## src/rtl/cic_decimator.sv

```systemverilog
// -----------------------------------------------------------------------------
// cic_decimator
//
// Third-order CIC (sinc3) decimator: turns the 1-bit delta-sigma bitstream
// into 16-bit PCM samples, presented as four byte-wide registers that feed
// the output byte mux (d0..d3). All four bytes are loaded on the same edge,
// so any byte read between reports belongs to the same sample.
//
// Build option:
//   CIC_SYNC_EN  defined     -> ds_in passes through a two-flop synchronizer
//                               (adds 2 cycles of input latency).
//                not defined -> ds_in feeds integrator 1 directly; the
//                               source must be synchronous to clk.
//
// Ports:
//   clk          in   system clock
//   rst_n        in   asynchronous active-low reset
//   ena          in   clock enable; low freezes all state
//   ds_in        in   modulator bitstream (1 = +full scale, 0 = zero)
//   dec_sel[1:0] in   decimation ratio: 00=16, 01=32, 10=64, 11=128
//   data_lo[7:0] out  sample[7:0]                      (mux d0)
//   data_hi[7:0] out  sample[15:8]                     (mux d1)
//   sample_cnt   out  reported samples, mod 256        (mux d2)
//   status[7:0]  out  {warm, sat, active dec_sel, 4'b0} (mux d3)
//   sample_valid out  one-cycle pulse when new bytes are loaded
// -----------------------------------------------------------------------------
module cic_decimator #(
  parameter int ORDER = 3,
  parameter int ACC_W = 22
) (
  input  logic       clk,
  input  logic       rst_n,
  input  logic       ena,
  input  logic       ds_in,
  input  logic [1:0] dec_sel,
  output logic [7:0] data_lo,
  output logic [7:0] data_hi,
  output logic [7:0] sample_cnt,
  output logic [7:0] status,
  output logic       sample_valid
);

  // Width of the scaled comb result: room for the largest left shift (4).
  localparam int SC_W = ACC_W + 4;

  // ---------------------------------------------------------------------------
  // Input path
  // ---------------------------------------------------------------------------
  logic ds_bit;

`ifdef CIC_SYNC_EN
  logic [1:0] sync_reg;

  always_ff @(posedge clk or negedge rst_n) begin
    if (!rst_n) begin
      sync_reg <= 2'b00;
    end else if (ena) begin
      sync_reg <= {sync_reg[0], ds_in};
    end
  end

  assign ds_bit = sync_reg[1];
`else
  assign ds_bit = ds_in;
`endif

  // ---------------------------------------------------------------------------
  // State
  // ---------------------------------------------------------------------------
  logic [ACC_W-1:0] integ_reg    [ORDER];
  logic [ACC_W-1:0] integ_next   [ORDER];
  logic [ACC_W-1:0] comb_dly_reg [ORDER];
  logic [ACC_W-1:0] comb_val     [ORDER+1];

  logic [1:0]  dec_sel_reg;      // dec_sel sampled every enabled cycle
  logic [1:0]  act_sel_reg;      // ratio currently in use
  logic [6:0]  count_reg;
  logic [1:0]  warm_cnt_reg;     // comb outputs discarded since (re)start
  logic        pend_reg;         // a reportable sample waits in pend_*
  logic [15:0] pend_sample_reg;
  logic        pend_sat_reg;
  logic [15:0] data_reg;
  logic [7:0]  cnt_reg;
  logic        warm_reg;
  logic        sat_reg;
  logic        valid_reg;

  // ---------------------------------------------------------------------------
  // Integrator chain. Each stage adds the *next* value of the stage before it,
  // so the bit presented in the tick cycle is already inside the value the
  // combs see on that same edge.
  // ---------------------------------------------------------------------------
  genvar gi;
  generate
    for (gi = 0; gi < ORDER; gi++) begin : g_integ
      if (gi == 0) begin : g_first
        assign integ_next[gi] = integ_reg[gi] + {{(ACC_W-1){1'b0}}, ds_bit};
      end else begin : g_rest
        assign integ_next[gi] = integ_reg[gi] + integ_next[gi-1];
      end
    end
  endgenerate

  // Comb chain (differential delay 1 at the decimated rate), modulo 2^ACC_W.
  assign comb_val[0] = integ_next[ORDER-1];
  generate
    for (gi = 0; gi < ORDER; gi++) begin : g_comb
      assign comb_val[gi+1] = comb_val[gi] - comb_dly_reg[gi];
    end
  endgenerate

  // ---------------------------------------------------------------------------
  // Ratio-dependent terminal count and scaling
  // ---------------------------------------------------------------------------
  logic [6:0]      count_max;
  logic [SC_W-1:0] scaled;
  logic [ACC_W-1:0] comb_out;
  logic            scaled_sat;
  logic [15:0]     scaled_sample;

  assign comb_out = comb_val[ORDER];

  always_comb begin
    count_max = 7'd15;
    scaled    = '0;
    case (act_sel_reg)
      2'b00: begin
        count_max = 7'd15;
        scaled    = {comb_out, 4'b0000};
      end
      2'b01: begin
        count_max = 7'd31;
        scaled    = {3'b000, comb_out, 1'b0};
      end
      2'b10: begin
        count_max = 7'd63;
        scaled    = {6'b000000, comb_out[ACC_W-1:2]};
      end
      default: begin
        count_max = 7'd127;
        scaled    = {9'b000000000, comb_out[ACC_W-1:5]};
      end
    endcase
  end

  // Full-scale input lands exactly on 0x10000, hence the saturation.
  assign scaled_sat    = |scaled[SC_W-1:16];
  assign scaled_sample = scaled_sat ? 16'hFFFF : scaled[15:0];

  logic tick;
  logic restart;

  assign tick    = (count_reg == count_max);
  assign restart = (dec_sel_reg != act_sel_reg);

  // ---------------------------------------------------------------------------
  // Sequential core
  // ---------------------------------------------------------------------------
  always_ff @(posedge clk or negedge rst_n) begin
    if (!rst_n) begin
      for (int i = 0; i < ORDER; i++) begin
        integ_reg[i]    <= '0;
        comb_dly_reg[i] <= '0;
      end
      dec_sel_reg     <= 2'b00;
      act_sel_reg     <= 2'b00;
      count_reg       <= 7'd0;
      warm_cnt_reg    <= 2'd0;
      pend_reg        <= 1'b0;
      pend_sample_reg <= 16'h0000;
      pend_sat_reg    <= 1'b0;
      data_reg        <= 16'h0000;
      cnt_reg         <= 8'h00;
      warm_reg        <= 1'b0;
      sat_reg         <= 1'b0;
      valid_reg       <= 1'b0;
    end else if (ena) begin
      dec_sel_reg <= dec_sel;
      valid_reg   <= 1'b0;

      if (restart) begin
        // New ratio: flush the filter (including any sample in flight) but
        // keep the last reported bytes for the downstream mux.
        for (int i = 0; i < ORDER; i++) begin
          integ_reg[i]    <= '0;
          comb_dly_reg[i] <= '0;
        end
        act_sel_reg  <= dec_sel_reg;
        count_reg    <= 7'd0;
        warm_cnt_reg <= 2'd0;
        pend_reg     <= 1'b0;
        warm_reg     <= 1'b0;
      end else begin
        for (int i = 0; i < ORDER; i++) begin
          integ_reg[i] <= integ_next[i];
        end
        count_reg <= tick ? 7'd0 : count_reg + 7'd1;
        pend_reg  <= 1'b0;

        if (tick) begin
          for (int i = 0; i < ORDER; i++) begin
            comb_dly_reg[i] <= comb_val[i];
          end
          // The first two comb outputs are still settling and are dropped.
          if (warm_cnt_reg == 2'd2) begin
            pend_reg        <= 1'b1;
            pend_sample_reg <= scaled_sample;
            pend_sat_reg    <= scaled_sat;
          end else begin
            warm_cnt_reg <= warm_cnt_reg + 2'd1;
          end
        end

        // Report one enabled cycle after the tick; R >= 16 so this never
        // collides with the next tick.
        if (pend_reg) begin
          data_reg  <= pend_sample_reg;
          sat_reg   <= pend_sat_reg;
          warm_reg  <= 1'b1;
          cnt_reg   <= cnt_reg + 8'd1;
          valid_reg <= 1'b1;
        end
      end
    end
  end

  // ---------------------------------------------------------------------------
  // Outputs. The pulse is gated rather than cleared while ena is low, so it
  // reappears on the first enabled cycle.
  // ---------------------------------------------------------------------------
  assign data_lo      = data_reg[7:0];
  assign data_hi      = data_reg[15:8];
  assign sample_cnt   = cnt_reg;
  assign status       = {warm_reg, sat_reg, act_sel_reg, 4'b0000};
  assign sample_valid = valid_reg & ena;

endmodule

```

## config.mk

```make
export PLATFORM = sky130hd
export DESIGN_NAME = cic_decimator
export DESIGN_NICKNAME = d
export VERILOG_FILES = /design/src/rtl/cic_decimator.sv
export SDC_FILE = /design/constraint.sdc
export NUM_CORES = 1
export LEC_CHECK = 0
export CAP_MARGIN = 20
export CORE_MARGIN = 4
export CORE_UTILIZATION = 50
export DETAILED_ROUTE_END_ITERATION = 10
export GPL_TIMING_DRIVEN = 0
export PLACE_DENSITY = 0.67
export SLEW_MARGIN = 20
export SYNTH_ARGS = -nofsm -noshare
export SYNTH_HDL_FRONTEND = slang
export SYNTH_SLANG_ARGS = --single-unit
```

## constraint.sdc

```tcl
create_clock -name clk -period 13.11 [get_ports clk]
set_input_delay 3.933 -clock clk [delete_from_list [all_inputs] [get_ports clk]]
set_output_delay 3.933 -clock clk [all_outputs]
set_load 0.02 [all_outputs]
```

# After elaboration in Yosys (flattened, before gate mapping)

Cells that the tools add are included.

Bits in registers: 190
Bits of input ports: 6
Output and inout bits: 33
Word-level logic and storage cells: 63

$add $sub $neg: 9
Equal/unequal tests: 6
Muxes and demuxes: 18
Bitwise gates (word level): 2
Reduce and logical (&&, ||, !) cells: 10

Operators with widths:

| kind                                                             | number |
|---|---|
| 66-bit 2-to-1 mux                                                | 3 |
| 26-bit one-hot mux with 3 select lines                           | 1 |
| 22-bit subtractor                                                | 3 |
| 22-bit adder                                                     | 2 |
| 22-bit by 1-bit adder with 22-bit output                         | 1 |
| 7-bit one-hot mux with 3 select lines                            | 1 |
| 16-bit 2-to-1 mux                                                | 1 |
| 7-bit 2-to-1 mux                                                 | 2 |
| 10-bit OR reduction                                              | 1 |
| 8-bit by 1-bit adder with 8-bit output (second input constant)   | 1 |
| 7-bit by 1-bit adder with 7-bit output (second input constant)   | 1 |
| 7-bit == test                                                    | 1 |
| 1-bit 2-to-1 mux                                                 | 7 |
| 2-bit 2-to-1 mux                                                 | 3 |
| 2-bit AND reduction                                              | 3 |
| 3-bit AND reduction                                              | 2 |
| 2-bit == test (second input constant)                            | 2 |
| 4-bit AND reduction                                              | 1 |
| 2-bit nonzero test                                               | 2 |
| 2-bit by 1-bit adder with 2-bit output (second input constant)   | 1 |
| 2-bit by 1-bit == test with 1-bit output (second input constant) | 1 |
| 2-bit zero test                                                  | 1 |
| 2-bit != test                                                    | 1 |
| 2-bit != test (second input constant)                            | 1 |
| 2 further kinds                                                  | 2 |

# Longest topological paths before layout

Word-level depth: 9
Depth in mapped cells: 45
Depth with buffers taken out: 44

# Worst setup path before layout

Ideal clock, no wire load.

Path kind: input to register
Start point: input ds_in
End point: register pend_sample_reg[13]
Library setup time: 0.124 ns
Arrival time: 11.736 ns
Required time: 12.986 ns
Slack: 1.250 ns
Stages on the path: 38
Path buffers: 1
Path through: ha_1 > ha_1 > fa_1 > a21o_1 > a21oi_1 > xnor2_1 > ha_1 > a21boi_0 > o21a_1 > or2_2 > a21oi_1 > nor2_1 > nor2_1 > xnor2_1 > ha_1 > and3_1 > a211oi_1 > a31oi_1 > [2 not listed] > xnor2_1 > ha_1 > a21o_1 > nor3_1 > o21a_1 > or3_1 > xnor2_1 > ha_1 > a21o_1 > a21oi_1 > inv_1 > o21ai_0 > nand3_1 > o32ai_1 > nand3_1 > o2111ai_4 > buf_6 > a21oi_2

Longest elaborated chain between the ends: 9

Ends and longest elaborated chain:

| element                                      | line | text |
|---|---|---|
| start: declaration                           | 34   | `input logic ds_in,` |
| 22-bit by 1-bit adder with 22-bit output (*) | 97   | `assign integ_next[gi] = integ_reg[gi] + {{(ACC_W-1){1'b0}}, ds_bit};` |
| 22-bit adder (*) (2 in a row)                | 99   | `assign integ_next[gi] = integ_reg[gi] + integ_next[gi-1];` |
| 22-bit subtractor (*) (3 in a row)           | 108  | `assign comb_val[gi+1] = comb_val[gi] - comb_dly_reg[gi];` |
| 26-bit one-hot mux with 3 select lines (*)   | 126  | `case (act_sel_reg)` |
| 10-bit OR reduction                          | 147  | `assign scaled_sat = \|scaled[SC_W-1:16];` |
| 16-bit 2-to-1 mux (*)                        | 148  | `assign scaled_sample = scaled_sat ? 16'hFFFF : scaled[15:0];` |
| end signal: assignment                       | 207  | `pend_sample_reg <= scaled_sample;` |
| end: declaration                             | 80   | `logic [15:0] pend_sample_reg;` |

Mark *: on every way between the ends. The rest lies on a longest branch, timed or not.
A chain may end at the register's enable or synchronous reset.

# Final worst setup path

Start point: input ds_in
End point: register pend_sample_reg[7]

Same word-level chain as after synthesis.

==> impl_metrics.env <==
export IMPL_status="completed"
export IMPL_synth_distinct_cells=75
export IMPL_drt_iter0_markers=823
export IMPL_wl_per_cell_um=17.3
export IMPL_dieHeight_um=170
export IMPL_cts_buffers=17
export IMPL_slew_violations=0
export IMPL_end_kind="register"
export IMPL_async_flop_share_pct=100
export IMPL_synth_edf_count=0
export IMPL_synth_warnings=0
export IMPL_final_seq_area_sq_um=4750
export IMPL_layout_drive_gt1_share_pct=8.91
export IMPL_whs_ns=0.459
export IMPL_overflow=0
export IMPL_fin_area_sq_um=15100
export IMPL_path_class="primary input to register"
export IMPL_drc=0
export IMPL_max_stage_delay_ns=0.47
export IMPL_syn_inst=1465
export IMPL_io_buffers=34
export IMPL_clk_latency_ns=0.46
export IMPL_antennaDiodeCount=0
export IMPL_maxCapViolCount=0
export IMPL_crit_path_start_kind="primary input"
export IMPL_start_util_pct=50.8
export IMPL_syn_cell_area_sq_um=13200
export IMPL_syn_avg_cell_area_sq_um=9.01
export IMPL_hold_viol_final=0
export IMPL_grt_max_degree=95
export IMPL_mostFrequentLayoutCell="dfrtp_1"
export IMPL_synth_seq_cells=190
export IMPL_grt_usage_pct=22.3
export IMPL_first_global_vias=10300
export IMPL_period_needed_ns=12.69
export IMPL_yosysSeqAreaShare_pct=36.0
export IMPL_clock_path_buffers=2
export IMPL_syn_to_final_growth_pct=14.1
export IMPL_critPathArrivalTime_ns=13.03
export IMPL_clkSlewWorstSetupHoldPaths_ns=0.08
export IMPL_dpl_hpwl_um=24000
export IMPL_vias=10900
export IMPL_die_area_sq_um=29100
export IMPL_fin_skew_ns=0.0174
export IMPL_crit_buf_inv=3
export IMPL_htreeDepth=4
export IMPL_crit_required_ns=13.45
export IMPL_finalCritPeriodShare_pct=96.8
export IMPL_synthFlopType="dfrtp_1"
export IMPL_die_x_um=170
export IMPL_n_fill_cell=2321
export IMPL_antenna_found_initial=0
export IMPL_place_area_sq_um=14000
export IMPL_core_area_sq_um=26000
export IMPL_relSlewSlack_pct=32.3
export IMPL_antenna_left=0
export IMPL_clockRootBuffer="clkbuf_16"
export IMPL_cp_top_family="compound AO/OA/AOI/OAI gates"
export IMPL_row_count=59
export IMPL_fin_util_pct=57.9
export IMPL_ios=39
export IMPL_cpMaxStageDelayCell="fa_1"
export IMPL_worst_pin_slew_ns=1.01
export IMPL_wirelength_um=32600
export IMPL_multiInputGateArea_sq_um=8090
export IMPL_holdCritPathClass="register to register"
export IMPL_grt_first_pass_wirelength_um=52500
export IMPL_clock_sinks=190
export IMPL_max_clock_freq_mhz=78.8
export IMPL_cts_tree="built"
export IMPL_place_congestion=0.861
export IMPL_viasPerCell=5.77
export IMPL_final_cell_mix="190 x dfrtp_1, 177 x nand2_1, 110 x inv_1"
export IMPL_cp_max_fo=10
export IMPL_finalSetupViolCount=0
export IMPL_dr_pass1_iters=5
export IMPL_fin_nets=1658
==> worst paths after layout <==
path / startpoint / endpoint / slack [ns] / depth (start not counted)
worst max-delay path: ds_in / pend_sample_reg[7] / 0.42 / 42
worst min-delay path: pend_sample_reg[7] / data_reg[7] / 0.46 / 2
worst max register to register: integ_reg[44] / pend_sample_reg[7] / 3.94 / 41
worst min register to register: pend_sample_reg[7] / data_reg[7] / 0.46 / 2
max in group asynchronous: rst_n / integ_reg[26] / 9.16 / 2
min in group asynchronous: rst_n / comb_dly_reg[11] / 3.24 / 1
==> kinds of logic (layout without fill, tap and decap cells) <==
| logic type | after synthesis | count (layout) | synth area share (%) |
|---|---|---|---|
| XOR/XNOR | 125 | 125 | 8.42 |
| other | 1 | 4 | 0.0284 |
| multiplexers | 16 | 16 | 1.26 |
| adder cells (fa/ha/maj) | 117 | 117 | 11.4 |
| flip-flops | 190 | 190 | 36.0 |
| AND/OR/NAND/NOR | 406 | 406 | 14.2 |
| AO/OA/AOI/OAI | 443 | 443 | 23.7 |
| buffers and inverters | 167 | 247 | 5.00 |
==> final cells by class <==
class	count	area share, %
buffer	55	1.61
clock buffer	17	2.83
clock inverter	15	1.39
inverter	111	2.77
multi-input combinational	1111	53.7
sequential	190	31.6
tap	335	2.78
timing repair buffer	49	3.31
==> per-stage QoR <==
step | instances | worst slack (ns) | TNS (ns)
2_1_floorplan | 1468 | 1.25 | 0
3_3_place_gp | 1837 | -0.682 | -41.82
3_5_place_dp | 1839 | -0.991 | -15.60
4_1_cts | 1871 | 0.0192 | 0
5_1_grt | 1883 | -0.0919 | -1.06
6_report | 1883 | 0.417 | 0
==> per-layer routing <==
| metal | up-vias | GRT usage (%) | share of wire (%) |
|---|---|---|---|
| li1 | 5359 | - | - |
| met1 | 5253 | 31.6 | 48 |
| met2 | 208 | 35.9 | 47 |
| met3 | 50 | 3.21 | 3.4 |
| met4 | 0 | 6.15 | 2.1 |
| met5 | - | 0 | 0 |
==> synth_stat cells, types with 10 or more instances <==
cell | number | area [sq um]
ha_1 | 112 | 1400
dfrtp_1 | 190 | 4750
o21ai_0 | 83 | 415
o21bai_1 | 12 | 90.1
nand3_1 | 27 | 135
a21o_1 | 26 | 195
inv_1 | 110 | 413
nand2b_1 | 16 | 100
xor2_1 | 39 | 342
a211oi_1 | 11 | 82.6
o31ai_1 | 13 | 97.6
o2bb2ai_1 | 10 | 87.6
nand4_1 | 10 | 62.6
mux2i_1 | 11 | 110
clkbuf_1 | 39 | 146
and3_1 | 19 | 119
nor3_1 | 18 | 90.1
xnor2_1 | 85 | 744
a21oi_1 | 83 | 415
o21a_1 | 21 | 158
nand2_1 | 177 | 664
nor2b_1 | 18 | 113
a22o_1 | 99 | 867
nor2_1 | 84 | 315
a31oi_1 | 13 | 81.3
==> timing repair <==
| item | CTS | global route |
|---|---|---|
| setup endpoints to repair | 17 | 17 |
| hold buffers | 0 | 0 |
| hold endpoints to repair | 0 | 0 |
| pin swaps | 1 | 15 |
| resized for setup | 5 | 55 |
| buffers inserted | 0 | 13 |
==> worst reg2reg max path, delay by kind of cell (launching register included) <==
family / cells / cell delay, ns
DFF: 1 / 0.42
AOI/OAI and AO/OA: 18 / 3.26
and+or+nand+nor: 10 / 1.90
buffers and inverters: 2 / 0.37
xor gates and xnor gates: 4 / 0.72
adders and majority gates: 7 / 2.39
Power is left out: the tool's default activity adds up to more than one toggle a clock period on the data nets, which glitch-free logic cannot reach.
